## config.mk

```make
export PLATFORM = sky130hd
export DESIGN_NAME = clk_div_prog_flat
export DESIGN_NICKNAME = d
export VERILOG_FILES = /design/src/rtl/clk_div_prog_if.sv /design/src/rtl/clk_div_prog.sv /design/src/flat_wrapper.sv
export SDC_FILE = /design/constraint.sdc
export NUM_CORES = 1
export LEC_CHECK = 0
export ABC_AREA = 1
export ABC_CLOCK_PERIOD_IN_PS = 2270
export CAP_MARGIN = 20
export CORE_ASPECT_RATIO = 0.7
export CORE_UTILIZATION = 50
export DETAILED_ROUTE_END_ITERATION = 16
export DONT_BUFFER_PORTS = 1
export GPL_TIMING_DRIVEN = 0
export MAX_ROUTING_LAYER = met4
export PLACE_DENSITY_LB_ADDON = 0.3
export SKIP_LAST_GASP = 1
export SYNTH_ARGS = -nofsm -noshare
export SYNTH_HDL_FRONTEND = slang
export SYNTH_SLANG_ARGS = --single-unit
```

## constraint.sdc

```tcl
create_clock -name clk -period 2.27 [get_ports clk]
set_clock_uncertainty 0.2 [all_clocks]
set_input_delay 0.227 -clock clk [delete_from_list [all_inputs] [get_ports clk]]
set_output_delay 0.227 -clock clk [all_outputs]
set_load 0.02 [all_outputs]
```

## src/rtl/clk_div_prog_if.sv

```systemverilog
// clk_div_prog_if: control/status bundle for clk_div_prog (en, tc_in, mode_in, load_req in; load_ack, clk_out, tick, count out)
interface clk_div_prog_if #(parameter int WIDTH = 18);
  logic             en;
  logic [WIDTH-1:0] tc_in;
  logic             mode_in;
  logic             load_req;
  logic             load_ack;
  logic             clk_out;
  logic             tick;
  logic [WIDTH-1:0] count;
  modport master (output en, tc_in, mode_in, load_req, input load_ack, clk_out, tick, count);
  modport slave (input en, tc_in, mode_in, load_req, output load_ack, clk_out, tick, count);
endinterface

```

## src/rtl/clk_div_prog.sv

```systemverilog
// clk_div_prog: programmable divider; clk, rst (async active-low), bus: en/tc_in/mode_in/load_req in, load_ack/clk_out/tick/count out
module clk_div_prog #(
  parameter int               WIDTH      = 18,
  parameter logic [WIDTH-1:0] DEFAULT_TC = {1'b0, {(WIDTH-1){1'b1}}}
) (
  input logic            clk,
  input logic            rst,
  clk_div_prog_if.slave  bus
);
  logic [WIDTH-1:0] cnt_q, cnt_d, tc_q, tc_d, tc_p_q, tc_p_d;
  logic m_q, m_d, m_p_q, m_p_d, p_q, p_d;
  logic clk_out_q, clk_out_d, tick_q, tick_d, ack_q, ack_d;
  logic wrap, apply;
  always_comb begin
    wrap      = bus.en && (cnt_q == tc_q);
    apply     = p_q && (wrap || !bus.en);
    cnt_d     = (wrap || apply) ? '0 : bus.en ? cnt_q + WIDTH'(1) : cnt_q;
    tc_d      = apply ? tc_p_q : tc_q;
    m_d       = apply ? m_p_q : m_q;
    clk_out_d = (m_q || (apply && m_p_q)) ? 1'b0 : wrap ? ~clk_out_q : clk_out_q;
    tick_d    = wrap;
    ack_d     = apply;
    p_d       = bus.load_req || (p_q && !apply);
    tc_p_d    = bus.load_req ? bus.tc_in : tc_p_q;
    m_p_d     = bus.load_req ? bus.mode_in : m_p_q;
  end
  always_ff @(posedge clk or negedge rst) begin
    if (!rst) begin
      cnt_q     <= '0;
      tc_q      <= DEFAULT_TC;
      m_q       <= 1'b0;
      p_q       <= 1'b0;
      tc_p_q    <= '0;
      m_p_q     <= 1'b0;
      clk_out_q <= 1'b0;
      tick_q    <= 1'b0;
      ack_q     <= 1'b0;
    end else begin
      cnt_q     <= cnt_d;
      tc_q      <= tc_d;
      m_q       <= m_d;
      p_q       <= p_d;
      tc_p_q    <= tc_p_d;
      m_p_q     <= m_p_d;
      clk_out_q <= clk_out_d;
      tick_q    <= tick_d;
      ack_q     <= ack_d;
    end
  end
  assign bus.count    = cnt_q;
  assign bus.clk_out  = clk_out_q;
  assign bus.tick     = tick_q;
  assign bus.load_ack = ack_q;
endmodule

```

## src/flat_wrapper.sv

```systemverilog
// flat-port wrapper written by rule: the top's interface ports become plain ports
module clk_div_prog_flat 
#(
  parameter int               WIDTH      = 18,
  parameter logic [WIDTH-1:0] DEFAULT_TC = {1'b0, {(WIDTH-1){1'b1}}}
)
  (clk, rst, bus_en, bus_tc_in, bus_mode_in, bus_load_req, bus_load_ack, bus_clk_out, bus_tick, bus_count);
  clk_div_prog_if #(.WIDTH(WIDTH)) bus_i ();
  input logic clk;
  input logic rst;
  input wire logic [$bits(bus_i.en)-1:0] bus_en;
  input wire logic [$bits(bus_i.tc_in)-1:0] bus_tc_in;
  input wire logic [$bits(bus_i.mode_in)-1:0] bus_mode_in;
  input wire logic [$bits(bus_i.load_req)-1:0] bus_load_req;
  output wire logic [$bits(bus_i.load_ack)-1:0] bus_load_ack;
  output wire logic [$bits(bus_i.clk_out)-1:0] bus_clk_out;
  output wire logic [$bits(bus_i.tick)-1:0] bus_tick;
  output wire logic [$bits(bus_i.count)-1:0] bus_count;
  assign bus_i.en = bus_en;
  assign bus_i.tc_in = bus_tc_in;
  assign bus_i.mode_in = bus_mode_in;
  assign bus_i.load_req = bus_load_req;
  assign bus_load_ack = bus_i.load_ack;
  assign bus_clk_out = bus_i.clk_out;
  assign bus_tick = bus_i.tick;
  assign bus_count = bus_i.count;
  clk_div_prog #(.WIDTH(WIDTH), .DEFAULT_TC(DEFAULT_TC)) u_core (.clk(clk), .rst(rst), .bus(bus_i));
endmodule
```

; ---- Word level (Yosys, flattened, before mapping)
; Index checks and enable logic that the tools add are counted.
; W data, S select, Z words.
[classes]
add_sub_neg = 1
eq_ne = 1
mux = 4
bitwise = 1
n_reduce_logical = 12
[op_table]
columns = op, n
row1 = $mux W18, 2
row2 = $add A18 B1 Y18 const B, 1
row3 = $eq A18 B18 Y1, 1
row4 = $logic_and A1 B1 Y1, 4
row5 = $logic_or A1 B1 Y1, 4
row6 = $reduce_bool A2 Y1, 2
row7 = $logic_not A1 Y1, 2
row8 = $mux W1, 2
row9 = $not A1 Y1, 1
[totals]
regBits = 60
in_bits = 23
word_cells = 28

; ---- Logic depth before layout (Yosys ltp)
[depth]
ltp_word = 7
depth_mapped = 13

; ---- Least setup slack after synthesis
; OpenSTA, ideal clock, no wires.
[synth_timing]
path_type = register -> register
start = register u_core.cnt_q[0] (netlist: u_core.bus.count[0])
end = register u_core.cnt_q[14] (netlist: u_core.bus.count[14])
setup_time_ps = 76
arrival_ps = 1617
setup_slack_ps = 376
path_stages_with_launch = 9
synth_period_minus_slack_ps = 1894
cell_sequence = dfrtp_1 ha_1 nand2_1 nor3_2 nand2_1 nor2_1 nand3_1 xor2_1 o21ai_1
[synth_between]
elab_chain_cells = 6
[synth_rtl]
columns = element, line_no
row1 = from (decl), clk_div_prog.sv:10  ; logic [WIDTH-1:0] cnt_q, cnt_d, tc_q, tc_d, tc_p_q, tc_p_d;
row2 = from (signal assigned), clk_div_prog.sv:39  ; cnt_q <= cnt_d;
row3 = "parallel branches: the longest is 6 deep, another holds $add A18 B1 Y18", --
; Parallel ways; which one is timed is not known. The select of a mux whose other input is x is not followed.
; A chain may end at the register's enable or synchronous reset.

; ---- Worst setup path after layout
[layout_timing]
start = register u_core.cnt_q[7] (netlist: u_core.bus.count[7])
end = register u_core.tc_q[17]
[layout_between]
elab_chain_cells = 4
[layout_rtl]
columns = element, line_no
row1 = $eq A18 B18 Y1, clk_div_prog.sv:15  ; wrap = bus.en && (cnt_q == tc_q);
row2 = $logic_and A1 B1 Y1, clk_div_prog.sv:15
row3 = $logic_or A1 B1 Y1, clk_div_prog.sv:16  ; apply = p_q && (wrap || !bus.en);
row4 = $logic_and A1 B1 Y1, clk_div_prog.sv:16
row5 = to (signal assigned), clk_div_prog.sv:40  ; tc_q <= tc_d;
row6 = to (decl), clk_div_prog.sv:10
; No other way between the ends.

==> results.toml <==
[sta]
hold_viol = 0
max_freq_ghz = 0.4812
setup_violations = 0
tightest_slew_ns = 0.5387
slew_headroom_pct = 63.95
drv_slew = 0
fin_crit_ns = 2.078
setup_ws_ns = 0.1920
fin_crit_sh_pct = 91.54
rsz0062_at_grt = "true"

[logic_synthesis]
yosysWarningCount = 0
synth-seq-cells = 60
yosysSeqAreaShare_pct = 52.62
yosys.cell_types.count = 26
synth_top_area_cell = "dfrtp_1"
syn_nets = 372
synth_area_leaders = "dfrtp_1 37%, dfstp_2 15%, nand2_1 13%"
netlist_area_um2 = 2894
syn_inst = 348
avgSynthCellArea_um2 = 8.316
netlist.area_leader.share_pct = 37.18

[placement]
place_congestion = 0.8171
dp.cells = 420
io_buffers = 0
dp_slack_ns = 0.07524
dp_hpwl_um = 4232

[power]
p_leak_nw = 1.600
power_frac_seq_pct = 48.2
power.density_nw_per_um2 = 775.3
p_switching_mw = 0.6870
intPower_mw = 1.987
comb_power_share_pct = 12.6
swShare_pct = 25.69
peakVddDrop_mv = 0.4113
p_clk_share_pct = 39.2

[drt]
detail_route.iter0.violations = 118
drc = 0
wire_per_inst_um = 13.49
num_vias = 2284
drtPass1Iterations = 4
drt_wl_total_um = 6178
drtAntennaViolNets = 0
via_per_inst = 4.987

[worst_setup_path]
end_kind = "flop"
slowest_stage = "dfrtp_1"
cp_num_buf_inv = 3
crit_arrival_ns = 2.10
cp_max_fo = 10
startpoint_type = "flop"
crit_chain = "inv_1, or2_2, nand3_1, nor2_1, nand3_2, nand2_2, nand2_2, buf_6, buf_6, o21ai_2"
critPathKind = "reg -> reg"
critPathTopFamily = "simple AND/OR/NAND/NOR gates"
required_ns = 2.29
slowest_delay_ns = 0.55

[run]
cap_violations = 0

[floorplanning]
die_w_um = 92.93
die_y_um = 65.65
rows = 22
ioPinCount = 44
die_area_um2 = 6101
core_area_um2 = 5395
start_util_pct = 53.64

[clocking]
cts_buffer_depth = 2
clock-sinks = 60
post-cts-setup-buffers = 0
cts_tree = "yes"
cts-buffers-inserted = 9
clk_latency_ns = 0.34
cts_root_buf = "clkbuf_8"
h-tree-depth = 3
clkTransAtPathRegs_ns = 0.06

[global_route]
antenna_found_initial = 0
grt_pass1_vias = 2086
grt_max_degree = 61
grt_pass1_wl_um = 10150
grt_usage_pct = 23.28
overflow = 0

[cells_and_area]
multi_input_area_um2 = 1101
finalNonFillerCells = 458
drive_gt1_share_pct = 16.58
n_antenna_cell = 0
n_fill_cell = 476
layout_common_cells = "103 x nand2_1, 54 x inv_1, 37 x dfrtp_1"
final-seq-area_um2 = 1530
fin_nets = 405
layout_commonest_cell = "nand2_1"
area_delta_synth_final_pct = 19.20

[min_path]
hold_path_class = "in -> reg"

[run_status]
run_status = "complete, no violations"
synthesized netlist by cell type, drive strengths merged:
cell and count:
dfstp 17, xnor2 4, buf 5, nor2 25
nand3 15, nand4 5, a31o 1, dfrtp 43
clkbuf 5, inv 56, o21ai 41, mux2 1
nand2 105, or2 1, ha 1, xor2 12
o22ai 8, nor3 3
cell families after synthesis:
group	count (synthesis)	share of synthesized area [%]
AND/OR/NAND/NOR	154	21.88
buffers and inverters	66	9.425
flip-flops	60	52.62
AO/OA/AOI/OAI	50	10.42
XOR/XNOR	16	4.842
multiplexers	1	0.3891
adder cells (fa/ha/maj)	1	0.4323
final timing paths:
kind,start,end,slack [ns],cells past startpoint
max in group asynchronous,rst,u_core.tc_q[3],1.35,2
setup reg to reg,u_core.bus.count[7],u_core.tc_q[17],0.19,10
setup / recovery,u_core.bus.count[7],u_core.tc_q[17],0.19,10
hold reg to reg,u_core.tc_q[7],u_core.tc_q[7],0.28,2
min in group asynchronous,rst,u_core.bus.count[14],0.22,2
hold / removal,bus_load_req,u_core.tc_p_q[13],0.10,2
power groups by stage:
| stage | registers, mW | logic (mW) | clock network (mW) |
|---|---|---|---|
| 2_1_floorplan | 1.28 | 0.230 | 0 |
| 3_3_place_gp | 1.30 | 0.269 | 0 |
| 3_5_place_dp | 1.30 | 0.279 | 0 |
| 4_1_cts | 1.29 | 0.337 | 1.08 |
| 5_1_grt | 1.30 | 0.387 | 1.13 |
| 6_report | 1.29 | 0.337 | 1.05 |
metrics by stage:
stage	utilization (%)	hold slack [ns]	setup TNS [ns]	cell area, µm²	total power [mW]
6_report	63.94	0.1029	0	3450	2.674
5_1_grt	63.94	0.1240	-0.005034	3450	2.823
4_1_cts	63.75	0.07739	0	3440	2.704
3_5_place_dp	55.31	-0.2675	0	2984	1.583
3_3_place_gp	55.31	-0.2671	0	2984	1.568
2_1_floorplan	-	-0.2686	0	2894	1.506
area by class of cell:
cell class | instances | share of cell area [%]
Clock inverter | 4 | 2.104
Sequential cell | 60 | 44.36
Tap cell | 72 | 2.612
Clock buffer | 12 | 4.207
Inverter | 56 | 6.094
Buffer | 10 | 1.814
Timing Repair Buffer | 22 | 6.892
Multi-Input combinational cell | 222 | 31.92
worst reg2reg max path, delay by kind of cell, from the launching register on:
| kind | cells | cell delay, ns |
|---|---|---|
| AO/OA/AOI/OAI | 1 | 0.06 |
| buffers and inverters | 3 | 0.47 |
| AND/OR/NAND/NOR | 6 | 0.69 |
| flip-flops | 1 | 0.55 |
sequential cells by signal, summed over array words and instances (netlist names):
register and flops:
u_core.bus.load_ack 1, u_core.bus.count 18, u_core.bus.clk_out 1, u_core.m_q 1
u_core.bus.tick 1, u_core.tc_p_q 18, u_core.p_q 1, u_core.tc_q 18
u_core.m_p_q 1
timing repair:
| item | 4_1_cts | 5_1_grt |
|---|---|---|
| endpoints found under the setup margin | 0 | 20 |
| gates resized for setup | 0 | 7 |
| endpoints found under the hold margin | 86 | 0 |
| hold buffers | 22 | 0 |
per-layer routing:
| layer | vias to the layer above | global-route usage [%] | part of all wire [%] |
|---|---|---|---|
| met2 | 69 | 32.63 | 43 |
| met3 | 8 | 7.755 | 5.8 |
| met1 | 1056 | 31.74 | 50 |
| met5 | - | - | 0 |
| li1 | 1151 | - | - |
| met4 | 0 | 7.692 | 1.1 |
No activity file was read; power rests on OpenSTA's default activity.
